--- config.mk ---
export PLATFORM = sky130hd
export DESIGN_NAME = hls_ctrl_hs_initiator
export DESIGN_NICKNAME = d
export VERILOG_FILES = /design/src/rtl/hls_ctrl_hs_initiator.sv
export SDC_FILE = /design/constraint.sdc
export NUM_CORES = 1
export LEC_CHECK = 0
export CORE_MARGIN = 5
export CORE_UTILIZATION = 54
export CTS_BUF_LIST = sky130_fd_sc_hd__clkbuf_8
export CTS_CLUSTER_DIAMETER = 80
export CTS_CLUSTER_SIZE = 12
export DETAILED_ROUTE_END_ITERATION = 16
export GPL_TIMING_DRIVEN = 0
export HOLD_SLACK_MARGIN = 0.1
export PLACE_DENSITY = 0.9
export SLEW_MARGIN = 40
export SYNTH_ARGS = -nofsm -noshare
export SYNTH_HDL_FRONTEND = slang
export SYNTH_SLANG_ARGS = --single-unit
--- constraint.sdc ---
create_clock -name ap_clk -period 6.5 [get_ports ap_clk]
set_clock_uncertainty 0.05 [all_clocks]
set_input_delay 0.975 -clock ap_clk [delete_from_list [all_inputs] [get_ports ap_clk]]
set_output_delay 0.975 -clock ap_clk [all_outputs]
set_load 0.01 [all_outputs]
--- src/rtl/hls_ctrl_hs_initiator.sv ---
// Purpose: ap_ctrl_hs initiator. It starts an HLS core, captures ap_return on ap_done, measures latency and flags a mismatch or a timeout.
// Latency: core_start rises 1 cycle after cmd accept. res_valid rises 1 cycle after the done or timeout cycle.
// Backpressure: the result is held in RESP until res_ready. No new command is taken until the cycle after the handshake.
//
// Ports:
//   ap_clk, ap_rst_n                    clock, async active-low reset (release assumed synchronous to ap_clk)
//   cmd_valid/cmd_ready                 host run request; cmd_check/cmd_expected latched on accept
//   core_start/ready/done/idle/return   ap_ctrl_hs signals of the core
//   res_valid/res_ready                 result channel; res_data, res_cycles, res_mismatch, res_timeout
//   busy                                FSM is not IDLE
module hls_ctrl_hs_initiator #(
    parameter int DATA_W  = 32,
    parameter int CYC_W   = 16,
    parameter int TIMEOUT = 4096
) (
    input  logic              ap_clk,
    input  logic              ap_rst_n,
    input  logic              cmd_valid,
    output logic              cmd_ready,
    input  logic              cmd_check,
    input  logic [DATA_W-1:0] cmd_expected,
    output logic              core_start,
    input  logic              core_ready,
    input  logic              core_done,
    input  logic              core_idle,
    input  logic [DATA_W-1:0] core_return,
    output logic              res_valid,
    input  logic              res_ready,
    output logic [DATA_W-1:0] res_data,
    output logic [CYC_W-1:0]  res_cycles,
    output logic              res_mismatch,
    output logic              res_timeout,
    output logic              busy
);

    typedef enum logic [1:0] {
        S_IDLE,
        S_START,
        S_WAIT_DONE,
        S_RESP
    } state_t;

    // A TIMEOUT the counter can never reach (beyond saturation) behaves as disabled.
    localparam bit               TO_EN  = (TIMEOUT > 0) &&
                                          (longint'(TIMEOUT) <= ((longint'(1) << CYC_W) - 1));
    localparam logic [CYC_W-1:0] TO_CNT = CYC_W'(TIMEOUT);

    state_t              r_state;
    logic                r_chk;
    logic [DATA_W-1:0]   r_exp;
    logic [CYC_W-1:0]    r_cnt;
    logic                r_core_start;
    logic                r_res_valid;
    logic                r_busy;
    logic [DATA_W-1:0]   r_res_data;
    logic [CYC_W-1:0]    r_res_cycles;
    logic                r_mismatch;
    logic                r_timeout;

    logic                w_accept;
    logic                w_running;
    logic                w_capture;
    logic                w_abort;
    logic [CYC_W-1:0]    w_cnt_inc;

    assign cmd_ready = (r_state == S_IDLE) & core_idle;
    assign w_accept  = cmd_valid & cmd_ready;
    assign w_running = (r_state == S_START) | (r_state == S_WAIT_DONE);

    // A done seen while still in START implies that the core consumed the start
    // (the ready+done case in the same cycle). That is why done alone triggers capture in both run states.
    assign w_capture = w_running & core_done;
    // When done arrives in the timeout cycle, done wins.
    assign w_abort   = w_running & TO_EN & (r_cnt == TO_CNT) & ~core_done;
    assign w_cnt_inc = (&r_cnt) ? r_cnt : r_cnt + CYC_W'(1);

    always_ff @(posedge ap_clk or negedge ap_rst_n) begin
        if (!ap_rst_n) begin
            r_state      <= S_IDLE;
            r_chk        <= 1'b0;
            r_exp        <= '0;
            r_cnt        <= '0;
            r_core_start <= 1'b0;
            r_res_valid  <= 1'b0;
            r_busy       <= 1'b0;
            r_res_data   <= '0;
            r_res_cycles <= '0;
            r_mismatch   <= 1'b0;
            r_timeout    <= 1'b0;
        end else begin
            case (r_state)
                S_IDLE: begin
                    if (w_accept) begin
                        r_chk        <= cmd_check;
                        r_exp        <= cmd_expected;
                        r_cnt        <= CYC_W'(1);
                        r_core_start <= 1'b1;
                        r_busy       <= 1'b1;
                        r_state      <= S_START;
                    end
                end
                S_START, S_WAIT_DONE: begin
                    if (w_capture || w_abort) begin
                        // The counter already holds the inclusive latency of this cycle.
                        r_res_data   <= w_capture ? core_return : '0;
                        r_res_cycles <= r_cnt;
                        r_mismatch   <= w_capture & r_chk & (core_return != r_exp);
                        r_timeout    <= w_abort;
                        r_res_valid  <= 1'b1;
                        r_core_start <= 1'b0;
                        r_state      <= S_RESP;
                    end else begin
                        r_cnt <= w_cnt_inc;
                        // ap_start is held until the core acknowledges with ap_ready.
                        if (r_state == S_START && core_ready) begin
                            r_core_start <= 1'b0;
                            r_state      <= S_WAIT_DONE;
                        end
                    end
                end
                S_RESP: begin
                    // Core pulses are ignored here, so the held result cannot be overwritten.
                    if (res_ready) begin
                        r_res_valid <= 1'b0;
                        r_busy      <= 1'b0;
                        r_state     <= S_IDLE;
                    end
                end
                default: r_state <= S_IDLE;
            endcase
        end
    end

    assign core_start   = r_core_start;
    assign res_valid    = r_res_valid;
    assign res_data     = r_res_data;
    assign res_cycles   = r_res_cycles;
    assign res_mismatch = r_mismatch;
    assign res_timeout  = r_timeout;
    assign busy         = r_busy;

endmodule

======== Word level (Yosys, flattened, before mapping) ========
Index checks and enable logic that the tools add are counted.
word-level totals
  register bits after elaboration ......... 104
  word-level logic and storage cells ...... 65
  bits of input ports ..................... 72
  output and inout port bits .............. 54
cells by class
  $add $sub $neg .......................... 1
  mux-type cells .......................... 18
  eq/ne operators ......................... 11
  reduce and logical (&&, ||, !) cells .... 15
  bitwise operators ....................... 9
operator list
  operator                                                                  number
  16-bit two-way mux                                                        3
  32-bit two-way mux                                                        1
  32-bit != test                                                            1
  16-bit one-hot mux with 2 select lines                                    1
  16-bit by 1-bit adder with 16-bit output (second input constant)          1
  16-bit by 13-bit equality test with 1-bit output (second input constant)  1
  16-bit AND reduction                                                      1
  3-bit AND reduction                                                       4
  2-bit != test (second input constant)                                     5
  2-bit two-way mux                                                         4
  1-bit AND                                                                 7
  1-bit one-hot mux with 2 select lines                                     3
  2-bit one-hot mux with 3 select lines                                     1
  2-bit nonzero test                                                        3
  1-bit two-way mux                                                         5
  2-bit equality test (second input constant)                               2
  2-bit AND reduction                                                       2
  4-bit AND reduction                                                       1
  3-bit != test (second input constant)                                     1
  2-bit by 1-bit equality test with 1-bit output (second input constant)    1
  2-bit logical NOT                                                         1
  2-bit OR reduction                                                        1
  1-bit logical AND                                                         1
  1-bit logical OR                                                          1
  2 further kinds                                                           2

======== Longest topological paths before layout ========
  depth in word-level cells ............... 7
  depth in mapped cells ................... 10
  depth with buffers taken out ............ 7

======== Least setup slack after synthesis ========
OpenSTA, ideal clock, no wires.
  path kind ............................... input to register
  from .................................... in core_idle
  to ...................................... reg r_exp[10]
  setup time .............................. 0.125 ns
  slack ................................... 4.167 ns
  data required time ...................... 6.325 ns
  cell stages on the path ................. 5
  arrival time ............................ 2.158 ns
  path buffers ............................ 2
  path through ............................ and2_1 -> nand2_1 -> buf_2 -> buf_1 -> mux2_2
between the ends
  cells in the longest elaborated chain, start to end .. 3
RTL lines
  item                                  RTL line  text
  from (decl)                           25        input logic core_idle,
  1-bit AND                             66        assign cmd_ready = (r_state == S_IDLE) & core_idle;
  1-bit AND                             67        assign w_accept = cmd_valid & cmd_ready;
  2-bit AND reduction (no source line)  -
  to (signal assigned)                  95        r_exp <= cmd_expected;
  to (decl)                             50        logic [DATA_W-1:0] r_exp;
No other way between the ends.
A chain may end at the register's enable or synchronous reset.

======== Worst setup path after layout ========
  from .................................... in core_idle
  to ...................................... out cmd_ready
between the ends
  cells in the longest elaborated chain, start to end .. 1
RTL lines
  item       RTL line  text
  1-bit AND  66
  to (decl)  19        output logic cmd_ready,
No other way between the ends.

==> impl_metrics.toml <==
[logic_synthesis]
netlist_area_um2 = 4840
syn-num-nets = 518
syn_inst = 440
synth_largest_area_cell = "dfrtp_1"
ys_types = 50
avgSynthCellArea_um2 = 11.0
seq_area_frac_synth_pct = 53.8
synth_edf_count = 0
yosysWarnings = 0
synth_seq_cells = 104
synthArstFlopShare_pct = 100
yosys.area.top_type_share_pct = 53.8
synthFlopType = "dfrtp_1"
yosys-top-cells-area = "dfrtp_1 54%, mux2_2 8.6%, nand2_1 6.2%"

[place]
dp_hpwl_um = 9860
dp_slack_ps = 3300
port_buffers = 125
routabilityCongestion = 0.864
dp_cells = 674

[clock_tree]
ctsHoldBuffers = 0
path_clk_slew_ps = 100
cts_resized = 0
clkLatencyLatePin_ps = 370
htree_levels = 3
numCtsBuffers = 9
cts.sinks = 104
clk_path_buf_depth = 2
cts_setup_buffers = 0
cts_tree = "done"
cts_root_buf = "clkbuf_8"

[route]
drt_iter0_markers = 222
drt_wl_total_um = 13000
drc = 0
dr.pass1.iters = 5
wire_per_inst_um = 18.9
num_vias = 3967
postRouteAntennaNets = 0
vias_per_cell = 5.76

[power_and_ir_drop]
peakVddDrop_v = 0.000201
leakage_nw = 2.90
finalPower_mw = 2.61
power_density_nw_per_um2 = 406

[job]
maxCapViolCount = 0

[finish]
num_antenna_cells = 0
utilization_pct = 73.8
drive_gt1_share_pct = 12.4
regArea_um2 = 2600
area_growth_pct = 32.9
post_layout_nonfiller_instances = 689
final_nets = 655
fillers = 621
multi_input_area_um2 = 2130

[die]
die-width_um = 105
io_pins = 126
coreArea_um2 = 8720
rows = 34
start_util_pct = 55.5
die_area_um2 = 11000
fp.dieH_um = 105

[timing]
relSlewSlack_pct = 51.3
rsz0062_at_grt = "false"
fin_crit_sh_pct = 49.2
worstMarginPinSlew_ps = 730
slew_violations = 0
hold_violations = 0
max_freq_mhz = 313
period_minus_slack_ps = 3200
setup_tns_ps = 0
setup_viol = 0
setup_ws_ps = 3300

[global_routing]
grt_pass1_wl_um = 21100
gr-usage-all-layers_pct = 23.9
antenna_found_initial = 0
grt.overflow.total = 0
grt_pass1_vias = 4195
grt_max_degree = 59

[worst_setup_path]
start_kind = "input port"
endpoint_kind = "primary output"
crit_required_ps = 5470
cp_data_arrival_time_ps = 2170
critPathMaxFanout = 3
critPathKind = "input port to primary output"

[min_path]
hp-class = "flip-flop to flip-flop"

[status]
outcome = "finished clean"
cells in the final DEF (no fill, tap or decap), types with 2 or more instances in the layout:
cell             synthesis  layout
a2111oi_1                2       2
a211oi_1                 2       2
a21oi_1                  6       6
a22o_1                   2       2
a31oi_1                  3       3
and2_1                   2       2
and3_1                   3       3
buf_1                    4       4
buf_2                    3       3
clkbuf_1                11      11
clkbuf_8                 0       9
clkdlybuf4s50_1          0     124
clkinv_4                 0       2
dfrtp_1                104     104
ha_1                     6       6
inv_1                    8       8
inv_6                    0       3
mux2_1                  10      10
mux2_2                  37      37
nand2_1                 80      80
nand3_1                 41      41
nand4_1                  5       5
nor2_1                  14      14
nor4_1                   9       9
nor4_2                   2       2
o211a_1                  2       2
o211ai_1                 2       2
o21ai_0                  6       6
o21ai_1                 13      13
o31ai_1                  3       3
xnor2_1                  5       5
xor2_1                  33      33
through the flow:
step,area [um2],hold WS [ps]
finish,6430,448
global route,6430,479
CTS,6430,454
detailed placement,6260,430
global placement,6220,426
floorplan,4840,423
cells by family after synthesis:
family / synth area share (%)
xor+xnor: 6.88
simple gates: 16.6
mux: 11.1
fa+ha+maj: 1.55
buf+inv: 2.25
compound gates: 7.84
flops: 53.8
flip-flops by register name, summed over array words and instances, names as in the netlist:
name	flops
res_data	32
res_mismatch	1
res_cycles	16
core_start	1
r_chk	1
r_state	2
r_exp	32
busy	1
res_valid	1
r_cnt	16
res_timeout	1
layer usage:
layer | part of all wire, % | wire (um) | GRT usage, % | up-vias
met1 | 41 | 5350 | 30.8 | 1938
met3 | 7.4 | 968 | 5.24 | 38
met5 | 0 | 0 | 0 | -
met2 | 48 | 6270 | 39.0 | 181
met4 | 3.4 | 440 | 10.3 | 0
li1 | - | - | - | 1810
power by group:
group	switching (mW)	total (mW)	internal [mW]
registers	0.167	1.05	0.887
logic	0.609	1.18	0.568
clock network	0.234	0.377	0.143
total	1.01	2.61	1.60
Yosys cell counts, types with 3 or more instances:
master and n:
o31ai_1 3, nor4_1 9, and3_1 3, o21ai_1 13, a31oi_1 3, inv_1 8, ha_1 6, mux2_1 10
xor2_1 33, dfrtp_1 104, nor2_1 14, nand3_1 41, mux2_2 37, a21oi_1 6, clkbuf_1 11, buf_2 3
nand2_1 80, xnor2_1 5, nand4_1 5, buf_1 4, o21ai_0 6
path summary, 6_finish.rpt:
check / slack, ps / endpoint / cells past startpoint / startpoint
setup / recovery: 3300 / cmd_ready / 3 / core_idle
hold reg to reg: 450 / res_cycles[13] / 1 / res_cycles[13]
min in group asynchronous: 470 / res_cycles[7] / 1 / ap_rst_n
hold / removal: 450 / res_cycles[13] / 1 / res_cycles[13]
max in group asynchronous: 5350 / r_exp[5] / 2 / ap_rst_n
setup reg to reg: 3740 / res_cycles[12] / 8 / r_state[0]
layout make-up:
| class | count | area share (%) |
|---|---|---|
| Timing Repair Buffer | 126 | 20.0 |
| Buffer | 19 | 1.23 |
| Inverter | 8 | 0.467 |
| Sequential cell | 104 | 40.5 |
| Clock inverter | 6 | 0.798 |
| Tap cell | 108 | 2.10 |
| Multi-Input combinational cell | 309 | 33.1 |
| Clock buffer | 9 | 1.93 |
critical path, cell delays in order:
cell and delay [ps]:
clkdlybuf4s50_1 480, and2_1 170, clkdlybuf4s50_1 540
Note: power is estimated with default switching activity, not from simulation.
